[src/rtl/mem_port_arbiter.sv]
// mem_port_arbiter: serialises IF fetches and MEM-stage data accesses onto one single-port memory,
// returning a one-cycle ack per access and stall requests until each requester is served.
module mem_port_arbiter #(
  parameter int ADDR_W     = 32,
  parameter int DATA_W     = 32,
  parameter int MEM_LAT    = 2,
  parameter int STARVE_MAX = 4
) (
  input  logic                clk,
  input  logic                resetn,
  input  logic                if_req,
  input  logic [ADDR_W-1:0]   if_addr,
  output logic                if_ack,
  output logic [DATA_W-1:0]   if_rdata,
  input  logic                dm_req,
  input  logic                dm_we,
  input  logic [ADDR_W-1:0]   dm_addr,
  input  logic [DATA_W/8-1:0] dm_sel,
  input  logic [DATA_W-1:0]   dm_wdata,
  output logic                dm_ack,
  output logic [DATA_W-1:0]   dm_rdata,
  output logic                stallreq_if,
  output logic                stallreq_dm,
  output logic                mem_en,
  output logic                mem_we,
  output logic [DATA_W/8-1:0] mem_sel,
  output logic [ADDR_W-1:0]   mem_addr,
  output logic [DATA_W-1:0]   mem_wdata,
  input  logic [DATA_W-1:0]   mem_rdata,
  output logic                busy
);
  localparam int CNT_W = (MEM_LAT < 1) ? 1 : $clog2(MEM_LAT + 1);
  localparam int STR_W = (STARVE_MAX < 1) ? 1 : $clog2(STARVE_MAX + 1);
  typedef enum logic [1:0] {IDLE, BUSY_IF, BUSY_DM} state_t;
  state_t              r_state;
  logic [CNT_W-1:0]    r_cnt;
  logic [STR_W-1:0]    r_streak;
  logic                r_wr;
  logic                r_if_ack, r_dm_ack;
  logic [DATA_W-1:0]   r_if_rdata, r_dm_rdata;
  logic                r_mem_en, r_mem_we;
  logic [DATA_W/8-1:0] r_mem_sel;
  logic [ADDR_W-1:0]   r_mem_addr;
  logic [DATA_W-1:0]   r_mem_wdata;
  logic                w_starved, w_grant_if, w_grant_dm;
  logic [STR_W-1:0]    w_streak_dm;
  assign w_starved   = r_streak == STR_W'(STARVE_MAX);
  assign w_grant_if  = if_req & (~dm_req | w_starved);
  assign w_grant_dm  = dm_req & ~w_grant_if;
  // a DM grant only extends the streak while IF is actually waiting
  assign w_streak_dm = ~if_req ? '0 : w_starved ? r_streak : r_streak + 1'b1;
  always_ff @(posedge clk or posedge resetn) begin
    if (resetn) begin
      r_state     <= IDLE;
      r_cnt       <= '0;
      r_streak    <= '0;
      r_wr        <= 1'b0;
      r_if_ack    <= 1'b0;
      r_dm_ack    <= 1'b0;
      r_if_rdata  <= '0;
      r_dm_rdata  <= '0;
      r_mem_en    <= 1'b0;
      r_mem_we    <= 1'b0;
      r_mem_sel   <= '0;
      r_mem_addr  <= '0;
      r_mem_wdata <= '0;
    end else begin
      r_if_ack    <= 1'b0;
      r_dm_ack    <= 1'b0;
      r_mem_en    <= 1'b0;
      r_mem_we    <= 1'b0;
      r_mem_sel   <= '0;
      r_mem_addr  <= '0;
      r_mem_wdata <= '0;
      if (r_state == IDLE) begin
        if (w_grant_if | w_grant_dm) begin
          r_state     <= w_grant_if ? BUSY_IF : BUSY_DM;
          r_cnt       <= '0;
          r_wr        <= w_grant_dm & dm_we;
          r_mem_en    <= 1'b1;
          r_mem_we    <= w_grant_dm & dm_we;
          r_mem_sel   <= w_grant_if ? '1 : dm_sel;
          r_mem_addr  <= w_grant_if ? if_addr : dm_addr;
          r_mem_wdata <= w_grant_if ? '0 : dm_wdata;
          r_streak    <= w_grant_if ? '0 : w_streak_dm;
        end
      end else if (r_cnt == CNT_W'(MEM_LAT)) begin
        r_state  <= IDLE;
        r_if_ack <= r_state == BUSY_IF;
        r_dm_ack <= r_state == BUSY_DM;
        if (r_state == BUSY_IF) r_if_rdata <= mem_rdata;
        if (r_state == BUSY_DM && !r_wr) r_dm_rdata <= mem_rdata;
      end else begin
        r_cnt <= r_cnt + 1'b1;
      end
    end
  end
  assign if_ack      = r_if_ack;
  assign dm_ack      = r_dm_ack;
  assign if_rdata    = r_if_rdata;
  assign dm_rdata    = r_dm_rdata;
  assign mem_en      = r_mem_en;
  assign mem_we      = r_mem_we;
  assign mem_sel     = r_mem_sel;
  assign mem_addr    = r_mem_addr;
  assign mem_wdata   = r_mem_wdata;
  assign busy        = r_state != IDLE;
  assign stallreq_if = if_req & ~r_if_ack;
  assign stallreq_dm = dm_req & ~r_dm_ack;
endmodule

[config.mk]
export PLATFORM = sky130hd
export DESIGN_NAME = mem_port_arbiter
export DESIGN_NICKNAME = d
export VERILOG_FILES = /design/src/rtl/mem_port_arbiter.sv
export SDC_FILE = /design/constraint.sdc
export NUM_CORES = 1
export LEC_CHECK = 0
export BUFFER_PORTS_ARGS = -buffer_cell sky130_fd_sc_hd__buf_2
export CORE_MARGIN = 2
export CORE_UTILIZATION = 46
export CTS_BUF_LIST = sky130_fd_sc_hd__clkbuf_8
export DETAILED_ROUTE_END_ITERATION = 10
export GPL_TIMING_DRIVEN = 0
export HOLD_SLACK_MARGIN = 0.05
export PLACE_DENSITY = 0.82
export SYNTH_ARGS = -nofsm -noshare
export SYNTH_HDL_FRONTEND = slang
export SYNTH_SLANG_ARGS = --single-unit
[constraint.sdc]
create_clock -name clk -period 5.57 [get_ports clk]
set_clock_uncertainty 0.1 [all_clocks]
set_input_delay 0.2785 -clock clk [delete_from_list [all_inputs] [get_ports clk]]
set_output_delay 0.2785 -clock clk [all_outputs]
set_load 0.02 [all_outputs]
==> results.yml, run 1 <==
run_status:
  status: "finished, final reports clean"
synthesis:
  ys_ff_latch: 144
  syn_nets: 479
  ys_seq_area_share_pct: 68.97
  synthCells: 339
  yosys_warnings: 0
  synth.distinct_cells: 29
  synth_edf_count: 0
  syn_area_mm2: 0.005225
  postSynth.asyncResetShare_pct: 100.0
  ys.flop_type: "dfrtp_1"
  avgSynthCellArea_um2: 15.41
finish:
  final_cell_mix: "buf_2, dfrtp_1, dlygate4sd3_1"
  multiInputGateArea_mm2: 0.001483
  fin_area_mm2: 0.008576
  final_common_cell: "buf_2"
  antenna_cells: 0
  layout-drive-gt1-share_pct: 49.17
  seq_area_mm2: 0.003603
  syn_to_final_growth_pct: 64.13
  fill_cells: 638
  fin_nets: 908
die:
  fp.dieW_um: 110.6
  row_count: 38
  pin_count: 276
  dieArea_mm2: 0.01223
  start_util_pct: 47.57
  coreArea_mm2: 0.01098
  die_h_um: 110.6
grt:
  grtUsageTotal_pct: 28.37
  grt_max_degree: 96
  grt_pass1_wl_um: 26740
  antenna_found_initial: 0
  gr-total-overflow: 0
  grt_pass1_vias: 5122
sta:
  final.period_utilization_pct: 47.00
  max_freq_mhz: 381.9
  setup-tns-final_ns: 0
  hold_viol: 0
  worst_slew_pin_slew_ns: 0.6541
  drv_slew: 0
  rsz0062_at_grt: "no"
  relSlewSlack_pct: 56.25
  fin_crit_ns: 2.618
  finalSetupViolations: 0
cts:
  cts_buffer_depth: 2
  root_buffer: "clkbuf_8"
  cts_sinks: 144
  hold_buffers: 135
  cts-buffers-inserted: 17
  htree_levels: 4
  cts_tree: "done"
  post-cts-setup-buffers: 0
  cts_resized: 0
  clock_latency_ns: 0.44
  clk_pin_slew_ns: 0.08
route:
  first_pass_iters: 4
  antenna_left: 0
  via_count: 4557
  remaining_drc_errors: 0
  dr.first_iter.drc_count: 317
  viasPerCell: 4.948
  drt-total-wl_um: 17070
  wl_per_cell_um: 18.53
power:
  p_leak_nw: 4.602
  max-vdd-ir-drop_v: 0.0003335
  power_density_mw_per_mm2: 484.6
place:
  io_buffers: 274
  place_area_mm2: 0.006804
  gp_congestion: 0.8170
  hpwl_um: 9737
setup_path:
  worstSetupEndpointType: "register"
  required_ns: 5.79
  arrival_ns: 2.84
  worstSetupPathType: "reg2reg"
  start_kind: "register"
  crit_fanout: 10
worst_hold_path:
  min_path_type: "in2reg"
flow_run:
  maxCapViolations: 0
sequential cells by signal, indices dropped and copies added, names as in the netlist:
signal     count
r_cnt          2
mem_en         1
mem_addr      32
mem_we         1
dm_rdata      32
r_streak       3
mem_wdata     32
r_wr           1
r_state        2
dm_ack         1
if_rdata      32
mem_sel        4
if_ack         1
synthesized netlist by cell type, drive strengths merged (3+ instances only):
| master | instances | area [um2] |
|---|---|---|
| a21o | 6 | 45.04 |
| a22o | 32 | 280.3 |
| and2 | 33 | 206.5 |
| buf | 12 | 78.82 |
| clkbuf | 5 | 18.77 |
| dfrtp | 144 | 3603 |
| ha | 3 | 37.54 |
| inv | 11 | 41.29 |
| mux2 | 64 | 720.7 |
| nand2 | 4 | 15.01 |
| nor2 | 5 | 26.27 |
| o21ai | 3 | 15.01 |
stage by stage:
| stage | hold WS, ns | instances | setup slack [ns] | utilization [%] | power [mW] |
|---|---|---|---|---|---|
| after detailed placement | 0.2420 | 754 | 3.428 | 61.95 | 3.115 |
| after global routing | 0.1312 | 921 | 2.871 | 78.08 | 4.353 |
| after floorplan | 0.2949 | 339 | 1.325 | - | 2.546 |
| after CTS | 0.08257 | 921 | 3.051 | 78.08 | 4.124 |
| after global placement | 0.3676 | 753 | 0.1413 | 61.65 | 3.051 |
| final | 0.1130 | 921 | 2.952 | 78.08 | 4.156 |
layer usage:
metal | global-route usage (%) | share of wire (%) | vias to the layer above
li1 | - | - | 2034
met1 | 30.10 | 36 | 2220
met2 | 51.00 | 52 | 244
met3 | 7.245 | 6.5 | 59
met4 | 16.08 | 4.9 | 0
met5 | 0 | 0 | -
path summary, 6_finish.rpt:
path                            slack (ns)                      from                       end  cells after the start
worst max-delay path                  2.95   r_streak[1]$_DFFE_PP0P_     mem_addr[4]$_DFF_PP0_                      8
worst min-delay path                  0.11                    dm_req   r_streak[2]$_DFFE_PP0P_                      3
worst max register to register        2.95   r_streak[1]$_DFFE_PP0P_     mem_addr[4]$_DFF_PP0_                      8
worst min register to register        0.40  dm_rdata[20]$_DFFE_PP0P_  dm_rdata[20]$_DFFE_PP0P_                      1
max in group asynchronous             4.24                    resetn  if_rdata[19]$_DFFE_PP0P_                      4
min in group asynchronous             0.33                    resetn   if_rdata[2]$_DFFE_PP0P_                      3
cell families after synthesis:
family	Yosys count	share of synthesized area [%]
DFF	144	68.97
muxes	65	13.98
and+or+nand+nor	50	5.795
AOI/OAI and AO/OA	49	7.878
buffers and inverters	28	2.658
adders and majority gates	3	0.7185
where the power goes:
part / switching, mW / internal [mW] / leakage [nW]
clock network: 0.389 / 0.491 / 0.220
registers: 0.184 / 1.42 / 1.84
logic: 0.951 / 0.725 / 2.54
total: 1.53 / 2.63 / 4.60
worst max-delay path, stage by stage, from the launching register on:
cell,delay [ns]
dfrtp_1,0.40
inv_1,0.10
ha_1,0.17
nand2_1,0.14
o211a_1,0.30
buf_2,0.22
buf_2,0.22
a22o_1,0.24
dlygate4sd3_1,0.60
final cells by class:
cell class                 count  area share [%]
buffer                        17           1.138
clock buffer                  18           2.889
clock inverter                14           2.013
inverter                      11          0.5398
multi-input combinational    167           17.29
sequential                   144           42.02
tap                          140           2.043
timing repair buffer         410           32.07
No activity file was read; power rests on OpenSTA's default activity.
==> inputs of run 2 (changes only) <==
CORE_UTILIZATION = 42   (was 46)
PLACE_DENSITY = 0.78   (was 0.82)
clock period = 2.3 ns   (was 5.57 ns; I/O delays follow)
==> run 2 against run 1 <==
  * Die area up 9.2%
  * Via count up 0.11%
  * Combinational power up 140%
  * Global-route usage down 2.0 points
  * Worst setup slack worse by 2.7 ns
  * Clock power rose to 2.5 times the previous value
  * Flip-flop and latch count unchanged
  * First-iteration DRC count down 17%
  * Wire length up 0.38%
  * Non-clock buffer count up 4
  * Largest cell class unchanged
==> results.yml, run 2 (synthesis results as in run 1) <==
run_status:
  status: "finished, final reports clean"
grt:
  antenna_found_initial: 0
  grt_pass1_vias: 5012
  grt_max_degree: 47
  grtUsageTotal_pct: 26.40
  gr-total-overflow: 0
  grt_pass1_wl_um: 26210
route:
  drt-total-wl_um: 17140
  viasPerCell: 4.787
  remaining_drc_errors: 0
  via_count: 4562
  wl_per_cell_um: 17.98
  antenna_left: 0
  first_pass_iters: 4
  dr.first_iter.drc_count: 263
worst_hold_path:
  min_path_type: "in2async"
power:
  combPwrFrac_pct: 39.5
  switching_share_pct: 36.91
  power_switching_mw: 3.691
  p_clk_share_pct: 22.0
  power_density_mw_per_mm2: 1151
  p_int_mw: 6.310
  max-vdd-ir-drop_v: 0.0004415
  seq_power_share_pct: 38.5
  p_leak_nw: 4.549
setup_path:
  worstReg2RegEnd: "dm_rdata[4]$_DFFE_PP0P_"
  reg2reg_slack_ns: 0.26
  cp_slowest_cell: "mux2_2"
  worstSetupEndpointType: "register"
  r2r-start: "r_cnt[0]$_DFFE_PP0P_"
  worstSetupPathType: "reg2reg"
  cp_cell_sequence: "inv_1 > ha_1 > nand2_1 > nor3_2 > buf_2 > mux2_2"
  arrival_ns: 2.26
  required_ns: 2.52
  r2r_cells: 6
  start_kind: "register"
  crit_fanout: 10
  slowest_delay_ns: 0.37
die:
  die_h_um: 115.5
  pin_count: 276
  dieArea_mm2: 0.01335
  start_util_pct: 43.32
  fp.dieW_um: 115.5
  row_count: 40
  coreArea_mm2: 0.01206
cts:
  clk_pin_slew_ns: 0.07
  cts-buffers-inserted: 17
  cts_tree: "done"
  clock_latency_ns: 0.44
  cts_buffer_depth: 2
  htree_levels: 4
  cts_sinks: 144
  cts_resized: 0
  root_buffer: "clkbuf_8"
place:
  hpwl_um: 10190
  io_buffers: 274
  dpl_worst_slack_ns: 0.2149
  gp_congestion: 0.8145
finish:
  fin_nets: 912
  final_common_cell: "buf_2"
  final_cell_mix: "buf_2, dfrtp_1, dlygate4sd3_1"
  syn_to_final_growth_pct: 66.28
  fill_cells: 769
  postLayoutCoreUtil_pct: 72.03
  layout-drive-gt1-share_pct: 49.30
  antenna_cells: 0
sta:
  worst_slew_pin_slew_ns: 0.6484
  setup-tns-final_ns: 0
  fin_crit_ns: 2.041
  max_freq_mhz: 490.0
  hold_viol: 0
  worst_slack_ns: 0.2593
  final.period_utilization_pct: 88.73
  drv_slew: 0
  relSlewSlack_pct: 56.63
  rsz0062_at_grt: "no"
  finalSetupViolations: 0
flow_run:
  maxCapViolations: 0
-- run 2: cell count changes in the layout (fill, tap and decap cells not counted), sizes merged --
cell,previous run,this run
dlygate4sd3,135,137
clkbuf,23,24
buf,287,289
clkinv,6,2
clkinvlp,2,5
-- run 2: worst max path at each step --
| stage | depth (start not counted) | startpoint | slack (ns) | endpoint |
|---|---|---|---|---|
| after global placement | 2 | resetn | -0.46 | mem_addr[23]$_DFF_PP0_ |
| final | 6 | r_cnt[0]$_DFFE_PP0P_ | 0.26 | dm_rdata[4]$_DFFE_PP0P_ |
| after global routing | 6 | r_cnt[0]$_DFFE_PP0P_ | 0.03 | dm_rdata[1]$_DFFE_PP0P_ |
| after CTS | 6 | r_cnt[0]$_DFFE_PP0P_ | 0.20 | dm_rdata[1]$_DFFE_PP0P_ |
| after floorplan | 1 | resetn | 0.28 | dm_ack$_DFF_PP0_ |
| after detailed placement | 6 | r_cnt[0]$_DFFE_PP0P_ | 0.21 | dm_rdata[1]$_DFFE_PP0P_ |
-- run 2: final cells by class --
cell class / count / area [um2] / area share, %
Clock inverter: 13 / 185.2 / 2.131
Timing Repair Buffer: 414 / 2803 / 32.26
Buffer: 17 / 97.59 / 1.123
Tap cell: 168 / 210.2 / 2.419
Multi-Input combinational cell: 167 / 1483 / 17.07
Clock buffer: 19 / 261.5 / 3.010
Sequential cell: 144 / 3603 / 41.47
Inverter: 11 / 45.04 / 0.5184
-- run 2: repair_timing --
action,in CTS,in global routing
setup buffers,0,0
hold endpoints to repair,237,0
hold buffers,137,0
-- run 2: per-stage QoR --
stage	instance area, um2	power (mW)	hold slack [ns]	instances
3_5_place_dp	6870	7.583	0.03019	784
3_3_place_gp	6810	7.426	0.2193	781
2_1_floorplan	5229	6.167	0.1314	339
5_1_grt	8688	10.52	0.1279	953
6_report	8688	10.00	0.1198	953
4_1_cts	8688	9.977	0.08644	953
-- run 2: metal layers --
layer / wire [um] / global-route usage, %
met1: 6433 / 29.72
met2: 8619 / 45.89
met3: 1489 / 8.159
met4: 592 / 12.37
met5: 0 / 0
-- run 2: power by group through the flow --
stage,Sequential [mW],Combinational (mW),Clock (mW)
finish,3.85,3.95,2.20
global route,3.94,4.23,2.35
CTS,3.82,3.91,2.24
detailed placement,3.87,3.71,0
global placement,3.82,3.61,0
floorplan,4.91,1.25,0
-- run 2: critical path: cells and delay by family (launching register included) --
kind	cells	cell delay (ns)
buf+inv	2	0.44
simple gates	2	0.40
mux	1	0.37
flops	1	0.36
fa+ha+maj	1	0.25
==> inputs of run 3 (changes only) <==
PLACE_DENSITY = 0.8   (was 0.78)
==> run 3 against run 2 <==
  * Worst setup slack got worse by 0.049 ns
  * First-iteration DRC count fell by 17%
  * Power shrank 2.0%
  * Final area shrank 0.33%
  * Global-route usage decreased by 1.4 points
  * Critical endpoint is now dm_rdata[3]$_DFFE_PP0P_
  * Largest cell class unchanged
==> results.yml, run 3 (synthesis results as in run 1) <==
run_status:
  status: "finished, final reports clean"
route:
  via_count: 4508
  viasPerCell: 4.725
  dr.first_iter.drc_count: 219
  remaining_drc_errors: 0
  wl_per_cell_um: 17.03
  drt-total-wl_um: 16240
  first_pass_iters: 4
  antenna_left: 0
die:
  die_h_um: 115.5
  start_util_pct: 43.32
  dieArea_mm2: 0.01335
  coreArea_mm2: 0.01206
  fp.dieW_um: 115.5
  row_count: 40
  pin_count: 276
sta:
  worst_slew_pin_slew_ns: 0.6709
  relSlewSlack_pct: 55.13
  hold_viol: 0
  max_freq_mhz: 478.6
  final.period_utilization_pct: 90.84
  finalSetupViolations: 0
  fin_crit_ns: 2.089
  rsz0062_at_grt: "no"
  drv_slew: 0
  timing.hold.ws_ns: 0.09366
cts:
  cts-buffers-inserted: 17
  root_buffer: "clkbuf_8"
  cts_buffer_depth: 2
  htree_levels: 4
  clk_pin_slew_ns: 0.07
  cts_tree: "done"
  cts_sinks: 144
  clock_latency_ns: 0.44
power:
  power_density_mw_per_mm2: 1132
  power_mw: 9.803
  max-vdd-ir-drop_v: 0.0005306
  p_leak_nw: 4.552
grt:
  grt_pass1_wl_um: 24940
  gr-total-overflow: 0
  grt_pass1_vias: 4993
  grtUsageTotal_pct: 24.96
  grt_max_degree: 47
  antenna_found_initial: 0
finish:
  fin_nets: 912
  syn_to_final_growth_pct: 65.73
  final_cell_mix: "buf_2, dfrtp_1, dlygate4sd3_1"
  final_common_cell: "buf_2"
  layout-drive-gt1-share_pct: 49.30
setup_path:
  worstSetupPathType: "reg2reg"
  required_ns: 2.52
  arrival_ns: 2.31
  r2r_cells: 6
  start_kind: "register"
  worstSetupEndpointType: "register"
  crit_fanout: 10
place:
  gp_congestion: 0.7854
  io_buffers: 274
  hpwl_um: 9763
worst_hold_path:
  min_path_type: "in2async"
flow_run:
  maxCapViolations: 0
-- run 3: final timing paths --
path / slack, ns / to / startpoint
setup / recovery: 0.21 / dm_rdata[3]$_DFFE_PP0P_ / r_cnt[0]$_DFFE_PP0P_
hold / removal: 0.09 / mem_wdata[30]$_DFF_PP0_ / resetn
hold reg to reg: 0.40 / dm_rdata[20]$_DFFE_PP0P_ / dm_rdata[20]$_DFFE_PP0P_
max in group asynchronous: 1.21 / mem_addr[0]$_DFF_PP0_ / resetn
min in group clk: 0.31 / mem_wdata[19]$_DFF_PP0_ / dm_wdata[19]
setup reg to reg: 0.21 / dm_rdata[3]$_DFFE_PP0P_ / r_cnt[0]$_DFFE_PP0P_
-- run 3: layer usage --
layer	GRT usage (%)	routed length, um
met2	43.08	8403
met4	11.97	530
met1	26.90	5981
met5	0	0
met3	9.728	1328
-- run 3: what timing repair did --
action	CTS	global route
hold buffers	137	0
endpoints found under the hold margin	237	0
buffers inserted	0	0
gates resized for setup	0	0
-- run 3: area by class of cell --
class,count,area [um2]
Antenna cell,1,2.502
Buffer,17,97.59
Clock buffer,20,275.3
Clock inverter,12,140.1
Fill cell,765,3402
Inverter,11,45.04
Multi-Input combinational cell,167,1483
Sequential cell,144,3603
Tap cell,168,210.2
Timing Repair Buffer,414,2803
-- run 3: worst max-delay path, stage by stage (launching register included) --
cell	delay, ns
dfrtp_1	0.36
inv_1	0.09
ha_1	0.23
nand2_1	0.10
nor3_2	0.35
buf_2	0.35
mux2_2	0.39
-- run 3: through the flow --
stage	std cells	setup TNS [ns]	cell area, um2	worst slack [ns]	utilization (%)
2_1_floorplan	339	0	5229	0.2800	-
3_3_place_gp	781	-60.71	6810	-0.4289	56.46
3_5_place_dp	784	0	6870	0.1671	56.96
4_1_cts	953	0	8657	0.1467	71.77
5_1_grt	953	0	8657	0.01766	71.77
6_report	954	0	8660	0.2106	71.79
-- run 3: report_power, final --
part / total [mW] / internal, mW / leakage [nW] / switching, mW
combinational: 3.89 / 1.64 / 2.49 / 2.25
clock: 2.06 / 1.14 / 0.219 / 0.920
sequential: 3.85 / 3.43 / 1.84 / 0.419
